`src/rtl/usb_protocol_pkg.sv`:
```
// Shared definitions for the FT245-style USB FIFO link: command codes in
// both directions, the status transmitter state encoding and default timing.
package usb_protocol_pkg;

  // PC-to-FPGA command codes (upper nibble of a received byte)
  localparam logic [3:0] CMD_REQUEST_PANEL = 4'd1;
  localparam logic [3:0] CMD_PANEL_ADDR    = 4'd2;
  localparam logic [3:0] CMD_ROW_ADDR      = 4'd3;
  localparam logic [3:0] CMD_CHUNK_ADDR    = 4'd4;
  localparam logic [3:0] CMD_NIBBLE_FIRST  = 4'd5;
  localparam logic [3:0] CMD_NIBBLE_LAST   = 4'd12;
  localparam logic [3:0] CMD_WRITE_CHUNK   = 4'd13;

  // FPGA-to-PC command codes, one per panel selector nibble
  localparam logic [3:0] CMD_PANEL0 = 4'd1;
  localparam logic [3:0] CMD_PANEL1 = 4'd2;
  localparam logic [3:0] CMD_PANEL2 = 4'd3;
  localparam logic [3:0] CMD_PANEL3 = 4'd4;

  // Default FIFO write timing, in clock cycles
  localparam int DEFAULT_SETUP_CYCLES    = 1;
  localparam int DEFAULT_WR_PULSE_CYCLES = 4;
  localparam int DEFAULT_RECOVER_CYCLES  = 3;

  typedef enum logic [2:0] {
    TX_IDLE    = 3'd0,
    TX_REQ     = 3'd1,
    TX_SETUP   = 3'd2,
    TX_STROBE  = 3'd3,
    TX_HOLD    = 3'd4,
    TX_RECOVER = 3'd5,
    TX_DONE    = 3'd6
  } tx_state_e;

  // Largest of three timing values; sizes the shared cycle counter.
  function automatic int max3(input int a, input int b, input int c);
    int m;
    m = a;
    if (b > m) m = b;
    if (c > m) m = c;
    return m;
  endfunction

  // Status byte for one panel: {CMD_PANEL0 + idx, selected nibble}.
  function automatic logic [7:0] panel_byte(input logic [1:0] idx, input logic [15:0] snap);
    logic [3:0] nib;
    logic [3:0] cmd;
    case (idx)
      2'd0:    nib = snap[3:0];
      2'd1:    nib = snap[7:4];
      2'd2:    nib = snap[11:8];
      2'd3:    nib = snap[15:12];
      default: nib = 4'h0;
    endcase
    cmd = CMD_PANEL0 + {2'b00, idx};
    return {cmd, nib};
  endfunction

endpackage

```
`src/rtl/rising_edge_detector.sv`:
```
// Registers a level input and flags the cycle in which it first goes high.
// Shared between the status transmitter and the command receiver.
module rising_edge_detector (
  input  logic clk,
  input  logic reset_n,
  input  logic level_i,
  output logic rise_o
);

  logic level_q;

  // Remember the previous level so a new high can be told from a held one
  always_ff @(posedge clk or negedge reset_n) begin
    if (!reset_n) begin
      level_q <= 1'b0;
    end else begin
      level_q <= level_i;
    end
  end

  assign rise_o = level_i & ~level_q;

endmodule

```
`src/rtl/usb_status_transmitter.sv`:
```
// FPGA-to-PC status reporter. A request edge snapshots the four panel
// selector nibbles, then four {cmd, nibble} bytes are written into the
// FT245 FIFO after the shared data bus has been granted.
module usb_status_transmitter
  import usb_protocol_pkg::*;
#(
  parameter int SETUP_CYCLES    = DEFAULT_SETUP_CYCLES,
  parameter int WR_PULSE_CYCLES = DEFAULT_WR_PULSE_CYCLES,
  parameter int RECOVER_CYCLES  = DEFAULT_RECOVER_CYCLES
) (
  input  logic        clk,
  input  logic        reset_n,
  input  logic        send_request,
  input  logic [15:0] panel_switches,
  input  logic        txe_n,
  input  logic        bus_grant,
  output logic        bus_request,
  output logic [7:0]  data_out,
  output logic        data_out_enable,
  output logic        wr_n,
  output logic        busy,
  output logic        done
);

  // One counter serves every timed phase; each phase stops at its own bound.
  localparam int CNT_MAX = max3(SETUP_CYCLES, WR_PULSE_CYCLES, RECOVER_CYCLES);
  localparam int CNT_W   = $clog2(CNT_MAX + 1);

  localparam logic [CNT_W-1:0] SETUP_LAST   = CNT_W'(SETUP_CYCLES - 1);
  localparam logic [CNT_W-1:0] STROBE_LAST  = CNT_W'(WR_PULSE_CYCLES - 1);
  localparam logic [CNT_W-1:0] RECOVER_LAST = CNT_W'(RECOVER_CYCLES - 1);
  localparam logic [CNT_W-1:0] CNT_ZERO     = CNT_W'(0);
  localparam logic [CNT_W-1:0] CNT_ONE      = CNT_W'(1);

  tx_state_e        state_q;
  logic [CNT_W-1:0] cnt_q;
  logic [1:0]       byte_idx_q;
  logic [15:0]      snapshot_q;
  logic             pending_q;
  logic             bus_request_q;
  logic [7:0]       data_out_q;
  logic             data_out_enable_q;
  logic             wr_n_q;
  logic             busy_q;
  logic             done_q;
  logic             start_s;

  rising_edge_detector u_req_edge (
    .clk     (clk),
    .reset_n (reset_n),
    .level_i (send_request),
    .rise_o  (start_s)
  );

  // Report sequencer: state, counters, snapshot and all outputs are registered
  always_ff @(posedge clk or negedge reset_n) begin
    if (!reset_n) begin
      state_q           <= TX_IDLE;
      cnt_q             <= CNT_ZERO;
      byte_idx_q        <= 2'd0;
      snapshot_q        <= 16'h0000;
      pending_q         <= 1'b0;
      bus_request_q     <= 1'b0;
      data_out_q        <= 8'h00;
      data_out_enable_q <= 1'b0;
      wr_n_q            <= 1'b1;
      busy_q            <= 1'b0;
      done_q            <= 1'b0;
    end else begin
      done_q <= 1'b0;
      // An edge while a report is in flight is remembered once; extra edges merge
      if (start_s && (state_q != TX_IDLE)) begin
        pending_q <= 1'b1;
      end
      case (state_q)
        TX_IDLE: begin
          if (start_s || pending_q) begin
            state_q       <= TX_REQ;
            snapshot_q    <= panel_switches;
            pending_q     <= 1'b0;
            bus_request_q <= 1'b1;
            busy_q        <= 1'b1;
          end
        end
        TX_REQ: begin
          if (bus_grant) begin
            state_q           <= TX_SETUP;
            byte_idx_q        <= 2'd0;
            cnt_q             <= CNT_ZERO;
            data_out_enable_q <= 1'b1;
            data_out_q        <= panel_byte(2'd0, snapshot_q);
          end
        end
        TX_SETUP: begin
          // FIFO space is only trusted once the data setup time has elapsed
          if (cnt_q == SETUP_LAST) begin
            if (!txe_n) begin
              state_q <= TX_STROBE;
              cnt_q   <= CNT_ZERO;
              wr_n_q  <= 1'b0;
            end
          end else begin
            cnt_q <= cnt_q + CNT_ONE;
          end
        end
        TX_STROBE: begin
          if (cnt_q == STROBE_LAST) begin
            state_q <= TX_HOLD;
            cnt_q   <= CNT_ZERO;
            wr_n_q  <= 1'b1;
          end else begin
            cnt_q <= cnt_q + CNT_ONE;
          end
        end
        TX_HOLD: begin
          if (byte_idx_q == 2'd3) begin
            state_q           <= TX_DONE;
            done_q            <= 1'b1;
            bus_request_q     <= 1'b0;
            data_out_enable_q <= 1'b0;
            data_out_q        <= 8'h00;
          end else begin
            state_q    <= TX_RECOVER;
            byte_idx_q <= byte_idx_q + 2'd1;
            cnt_q      <= CNT_ZERO;
          end
        end
        TX_RECOVER: begin
          // txe_n is still settling through its synchronizer; ignore it here
          if (cnt_q == RECOVER_LAST) begin
            state_q    <= TX_SETUP;
            cnt_q      <= CNT_ZERO;
            data_out_q <= panel_byte(byte_idx_q, snapshot_q);
          end else begin
            cnt_q <= cnt_q + CNT_ONE;
          end
        end
        TX_DONE: begin
          state_q <= TX_IDLE;
          busy_q  <= 1'b0;
        end
        default: begin
          state_q           <= TX_IDLE;
          cnt_q             <= CNT_ZERO;
          bus_request_q     <= 1'b0;
          data_out_q        <= 8'h00;
          data_out_enable_q <= 1'b0;
          wr_n_q            <= 1'b1;
          busy_q            <= 1'b0;
        end
      endcase
    end
  end

  assign bus_request     = bus_request_q;
  assign data_out        = data_out_q;
  assign data_out_enable = data_out_enable_q;
  assign wr_n            = wr_n_q;
  assign busy            = busy_q;
  assign done            = done_q;

endmodule

```
`config.mk`:
```
export PLATFORM = sky130hd
export DESIGN_NAME = usb_status_transmitter
export DESIGN_NICKNAME = d
export VERILOG_FILES = /design/src/rtl/usb_protocol_pkg.sv /design/src/rtl/rising_edge_detector.sv /design/src/rtl/usb_status_transmitter.sv
export SDC_FILE = /design/constraint.sdc
export NUM_CORES = 1
export LEC_CHECK = 0
export ABC_AREA = 1
export CAP_MARGIN = 40
export CORE_ASPECT_RATIO = 0.6
export CORE_MARGIN = 2
export CORE_UTILIZATION = 57
export CTS_CLUSTER_DIAMETER = 120
export DETAILED_ROUTE_END_ITERATION = 8
export PLACE_DENSITY = 0.84
export SYNTH_ARGS = -nofsm -noshare
export SYNTH_HDL_FRONTEND = slang
export SYNTH_SLANG_ARGS = --single-unit
```
`constraint.sdc`:
```
create_clock -name clk -period 3.72 [get_ports clk]
set_input_delay 0.744 -clock clk [delete_from_list [all_inputs] [get_ports clk]]
set_output_delay 0.744 -clock clk [all_outputs]
set_load 0.05 [all_outputs]
```
# Word-level counts from Yosys, hierarchy flattened

Cells that the tools add are included.

Add/sub/neg operators: 3
Reduce and logical (&&, ||, !) cells: 22
Bitwise gates (word level): 8
Equal/unequal tests: 20
Muxes and demuxes: 38

Operator list:

| kind                                                | count |
|---|---|
| two-way mux 3 bit                                   | 12 |
| case mux 3 bit (6 select lines)                     | 2 |
| case mux 8 bit (4 select lines)                     | 1 |
| two-way mux 8 bit                                   | 3 |
| OR reduction 5 bit                                  | 4 |
| inequality test 2 bit, second input constant        | 8 |
| case mux 4 bit (4 select lines)                     | 1 |
| equality test 3 x 2 -> 1 bit, second input constant | 4 |
| AND reduction 4 bit                                 | 3 |
| two-way mux 1 bit                                   | 11 |
| equality test 3 bit, second input constant          | 3 |
| case mux 1 bit (3 select lines)                     | 3 |
| AND reduction 3 bit                                 | 3 |
| inverter 1 bit                                      | 7 |
| logical NOT 3 bit                                   | 2 |
| two-way mux 2 bit                                   | 3 |
| AND reduction 6 bit                                 | 1 |
| equality test 2 bit, second input constant          | 2 |
| case mux 2 bit (2 select lines)                     | 1 |
| AND reduction 2 bit                                 | 2 |
| OR reduction 4 bit                                  | 1 |
| adder 1 x 2 -> 3 bit, first input constant          | 1 |
| adder 3 x 1 -> 3 bit, second input constant         | 1 |
| equality test 3 x 1 -> 1 bit, second input constant | 1 |
| 11 further kinds                                    | 11 |

Register bits: 39
Output and inout port bits: 13

# Longest topological paths before layout

Word-level depth: 6
Depth in mapped cells: 9

# Modules after synthesis

A second synthesis with hierarchy kept.

Cell total of the unflattened synthesis: 273
Area total of the unflattened synthesis: 2165.8 µm²

By module, submodules not included:

| module                 | cells each | instances | sequential area each (µm²) | area an instance (µm²) |
|---|---|---|---|---|
| usb_status_transmitter | 270        | 1         | 927.1                      | 2130.8 |
| rising_edge_detector   | 3          | 1         | 25.0                       | 35.0 |

# Worst setup path after synthesis

OpenSTA, ideal clock, no wires.

Kind: reg-to-reg
From: reg state_q[0]
To: reg data_out_enable_q, in the netlist data_out_enable
Clock period less this slack: 1.433 ns
Data arrival time: 1.306 ns
Cell stages (with the launch flop): 9
Required time: 3.593 ns
Buffers on the path: 1
Path slack: 2.287 ns
Cell sequence: dfrtp_1 -> buf_6 -> inv_2 -> fa_1 -> nand2_1 -> inv_1 -> nand3_1 -> nand2_1 -> o21ai_0

Cells in the longest elaborated chain, start to end: 4

RTL lines:

| element                                     | RTL line                      | RTL |
|---|---|---|
| start, declared                             | usb_status_transmitter.sv:35  | `tx_state_e state_q;` |
| start signal, assigned                      | usb_status_transmitter.sv:58  | `state_q <= TX_IDLE;` |
| start signal, assigned                      | usb_status_transmitter.sv:78  | `state_q <= TX_REQ;` |
| start signal, assigned                      | usb_status_transmitter.sv:87  | `state_q <= TX_SETUP;` |
| equality test 3 bit (tied with other cells) | usb_status_transmitter.sv:75  | `case (state_q)` |
| OR reduction 5 bit (no source line)         | --                            |  |
| inverter 1 bit (no source line)             | --                            |  |
| AND reduction 3 bit (no source line)        | --                            |  |
| end signal, assigned                        | usb_status_transmitter.sv:65  | `data_out_enable_q <= 1'b0;` |
| end signal, assigned                        | usb_status_transmitter.sv:90  | `data_out_enable_q <= 1'b1;` |
| end signal, assigned                        | usb_status_transmitter.sv:120 | `data_out_enable_q <= 1'b0;` |
| end, declared                               | usb_status_transmitter.sv:42  | `logic data_out_enable_q;` |

Parallel ways exist; a longest one is shown, timed or not.
A chain may end at the register's enable or synchronous reset.

# Final worst setup path

From: reg wr_n_q, in the netlist wr_n
To: out wr_n

RTL lines:

| element                | RTL line                      | RTL |
|---|---|---|
| start, declared        | usb_status_transmitter.sv:43  | `logic wr_n_q;` |
| start signal, assigned | usb_status_transmitter.sv:66  | `wr_n_q <= 1'b1;` |
| start signal, assigned | usb_status_transmitter.sv:100 | `wr_n_q <= 1'b0;` |
| start signal, assigned | usb_status_transmitter.sv:110 | `wr_n_q <= 1'b1;` |
| end, declared          | usb_status_transmitter.sv:20  | `output logic wr_n,` |

No word-level cell between the ends.

==> results.sh <==
export IMPL_diodes=0
export IMPL_maxCapViolations=0
export IMPL_groute_layer_met3_usage=0.07951
export IMPL_start_util=0.5851
export IMPL_die_w_um=82.66
export IMPL_stdcell_count=351
export IMPL_synth_compound_area_frac=0.07037
export IMPL_mostFrequentLayoutCells="115 x nand2_1, 37 x dfrtp_1, 31 x clkdlybuf4s50_1, 22 x inv_1, 22 x o21ai_0"
export IMPL_die_h_um=51.19
export IMPL_drt_first_pass_iters=4
export IMPL_cts_resized=0
export IMPL_numCtsBuffers=5
export IMPL_synth_nets=303
export IMPL_gr_max_usage_layer="met1"
export IMPL_powerDensity_nw_per_um2=851.1
export IMPL_crit_path_max_incr_delay_ns=0.80
export IMPL_required_ns=2.98
export IMPL_fill_cells=303
export IMPL_arrival_ns=1.62
export IMPL_die_area_um2=4231
export IMPL_dr_first_iter_drc_count=185
export IMPL_drc=0
export IMPL_relSlewSlack=0.4627
export IMPL_io_buffers=32
export IMPL_clk_pin_slew_ns=0.07
export IMPL_cts_sinks=38
export IMPL_grt_overflow_total=0
export IMPL_muxShareOfSynthArea=0
export IMPL_final_setup_tns_ns=0
export IMPL_ys_async_sr_fraction=1.000
export IMPL_track_usage=0.2381
export IMPL_h_tree_depth=2
export IMPL_final_common_cell="nand2_1"
export IMPL_synth_top_family_by_area="simple AND/OR/NAND/NOR gates"
export IMPL_synthSimpleGateAreaFrac=0.3318
export IMPL_synth_fa_ha_area_frac=0.06860
export IMPL_avgSynthCellArea_um2=7.807
export IMPL_cts_hold_buf=0
export IMPL_synth_xor_area_share=0
export IMPL_hpwl_um=3248
export IMPL_synthCells=271
export IMPL_vdd_drop_max_uv=581.6
export IMPL_io_pins=34
export IMPL_fin_crit_sh=0.6343
export IMPL_cts_setup_buffers=0
export IMPL_multi_input_area_um2=999.7
export IMPL_max_freq_mhz=423.8
export IMPL_netlist_area_leader_share=0.4376
export IMPL_p_leak_nw=1.311
export IMPL_gp_congestion=0.9583
export IMPL_synth_seq_cells=38
export IMPL_total_power_mw=2.158
export IMPL_clock_latency_ns=0.30
export IMPL_synth_edff_count=0
export IMPL_syn_to_final_growth_pct=19.87
export IMPL_finalHoldViolations=0
export IMPL_path_max_fanout=2
export IMPL_cp_cell_sequence="clkdlybuf4s50_1"
export IMPL_synth_warnings=0
export IMPL_cts_tree="done"
export IMPL_slowest_stage="clkdlybuf4s50_1"
export IMPL_synth_distinct_cells=25
export IMPL_root_buffer="clkbuf_8"
export IMPL_grt_pass1_wl_um=7286
export IMPL_seq_area_um2=952.2
export IMPL_num_vias=1779
export IMPL_synth_area_um2=2116
export IMPL_clock_skew_ns=0.007635
export IMPL_drive_above_1_share=0.09539
export IMPL_clockBufferDepth=2
export IMPL_dp_cells=343
export IMPL_yosys_area_top_type="dfrtp_1"
export IMPL_cp_end_kind="output pin"
export IMPL_wl_per_cell_um=12.42
export IMPL_grt_pass1_vias=1558
export IMPL_synth_top_cells_by_area="dfrtp_1 44%, nand2_1 20%, ha_1 5.9%, o21ai_0 5.2%, nand3_1 4.0%"
export IMPL_rsz0062_at_grt="false"
export IMPL_core_area_um2=3616
export IMPL_rows=17
export IMPL_drv_slew=0
export IMPL_critPathKind="reg -> out"
export IMPL_synth_seq_area_share=0.4500
export IMPL_fin_crit_ns=2.359
export IMPL_grtUsageMet2=0.3132
export IMPL_antenna_left=0
export IMPL_dominantRegCellSynth="dfrtp_1"
export IMPL_critPathLaunchType="register"
export IMPL_viasPerCell=5.068
export IMPL_worstHoldPathType="reg -> reg"
export IMPL_routed_wl_um=4361
export IMPL_critPathBufInv=1
export IMPL_grt_start_max_net_pins=39
export IMPL_worst_pin_slew_ns=0.8059
export IMPL_antenna_found_initial=0
export IMPL_gr_usage_met1=0.3730
export IMPL_setup_viol=0
export IMPL_nets=335
export IMPL_status="completed"
export IMPL_path_delay_family="buffers and inverters"
==> where the power goes <==
group | internal, mW | switching, mW
Combinational | 0.358 | 0.734
Sequential | 0.586 | 0.140
Clock | 0.200 | 0.140
==> kinds of logic after synthesis <==
| kind of cell | count (synthesis) |
|---|---|
| fa+ha+maj | 11 |
| flops | 38 |
| compound gates | 27 |
| other cells | 1 |
| simple gates | 160 |
| buf+inv | 34 |
==> sequential cells by signal, indices dropped and copies added, names as in the netlist <==
register	count
snapshot_q	16
data_out	7
busy	1
done	1
byte_idx_q	2
state_q	3
bus_request	1
data_out_enable	1
cnt_q	3
pending_q	1
u_req_edge.level_q	1
wr_n	1
==> Yosys cell counts, drive strengths merged (2+ instances only) <==
cell type and instances:
dfrtp 37, nand3 19, ha 10, inv 27, nor3 2, o21ai 22
nor2 17, nand2 121, buf 7, a21oi 4
==> worst paths after layout <==
| check | start | to | slack [ns] | cells after the start |
|---|---|---|---|---|
| setup / recovery | wr_n$_DFFE_PN1P_ | wr_n | 1.36 | 1 |
| max in group asynchronous | reset_n | data_out[4]$_DFFE_PN0P_ | 2.67 | 1 |
| hold reg to reg | snapshot_q[9]$_DFFE_PN0P_ | snapshot_q[9]$_DFFE_PN0P_ | 0.48 | 2 |
| min in group asynchronous | reset_n | pending_q$_DFF_PN0_ | 0.53 | 1 |
| hold / removal | snapshot_q[9]$_DFFE_PN0P_ | snapshot_q[9]$_DFFE_PN0P_ | 0.48 | 2 |
| setup reg to reg | state_q[1]$_DFFE_PN0P_ | snapshot_q[6]$_DFFE_PN0P_ | 1.92 | 6 |
==> stage by stage <==
step | setup WS [ns] | hold slack [ns] | area [um2] | utilization
detailed placement | 1.417 | 0.4644 | 2430 | 0.6720
floorplan | 2.287 | 0.4417 | 2116 | -
global placement | 1.487 | 0.4581 | 2430 | 0.6720
CTS | 1.355 | 0.4820 | 2536 | 0.7014
finish | 1.361 | 0.4793 | 2536 | 0.7014
global route | 1.328 | 0.4971 | 2536 | 0.7014
==> cell type report <==
cell class,count,share of cell area
Multi-Input combinational cell,199,0.3942
Tap cell,47,0.02319
Timing Repair Buffer,32,0.1243
Clock buffer,7,0.03009
Sequential cell,38,0.3754
Inverter,27,0.04095
Clock inverter,1,0.01184
==> per-layer routing <==
layer / vias to the layer above / wire length, um
li1: 901 / -
met1: 807 / 2177
met2: 65 / 1806
met3: 6 / 341
met4: 0 / 36
met5: - / 0
(Power assumes the default switching activity.)
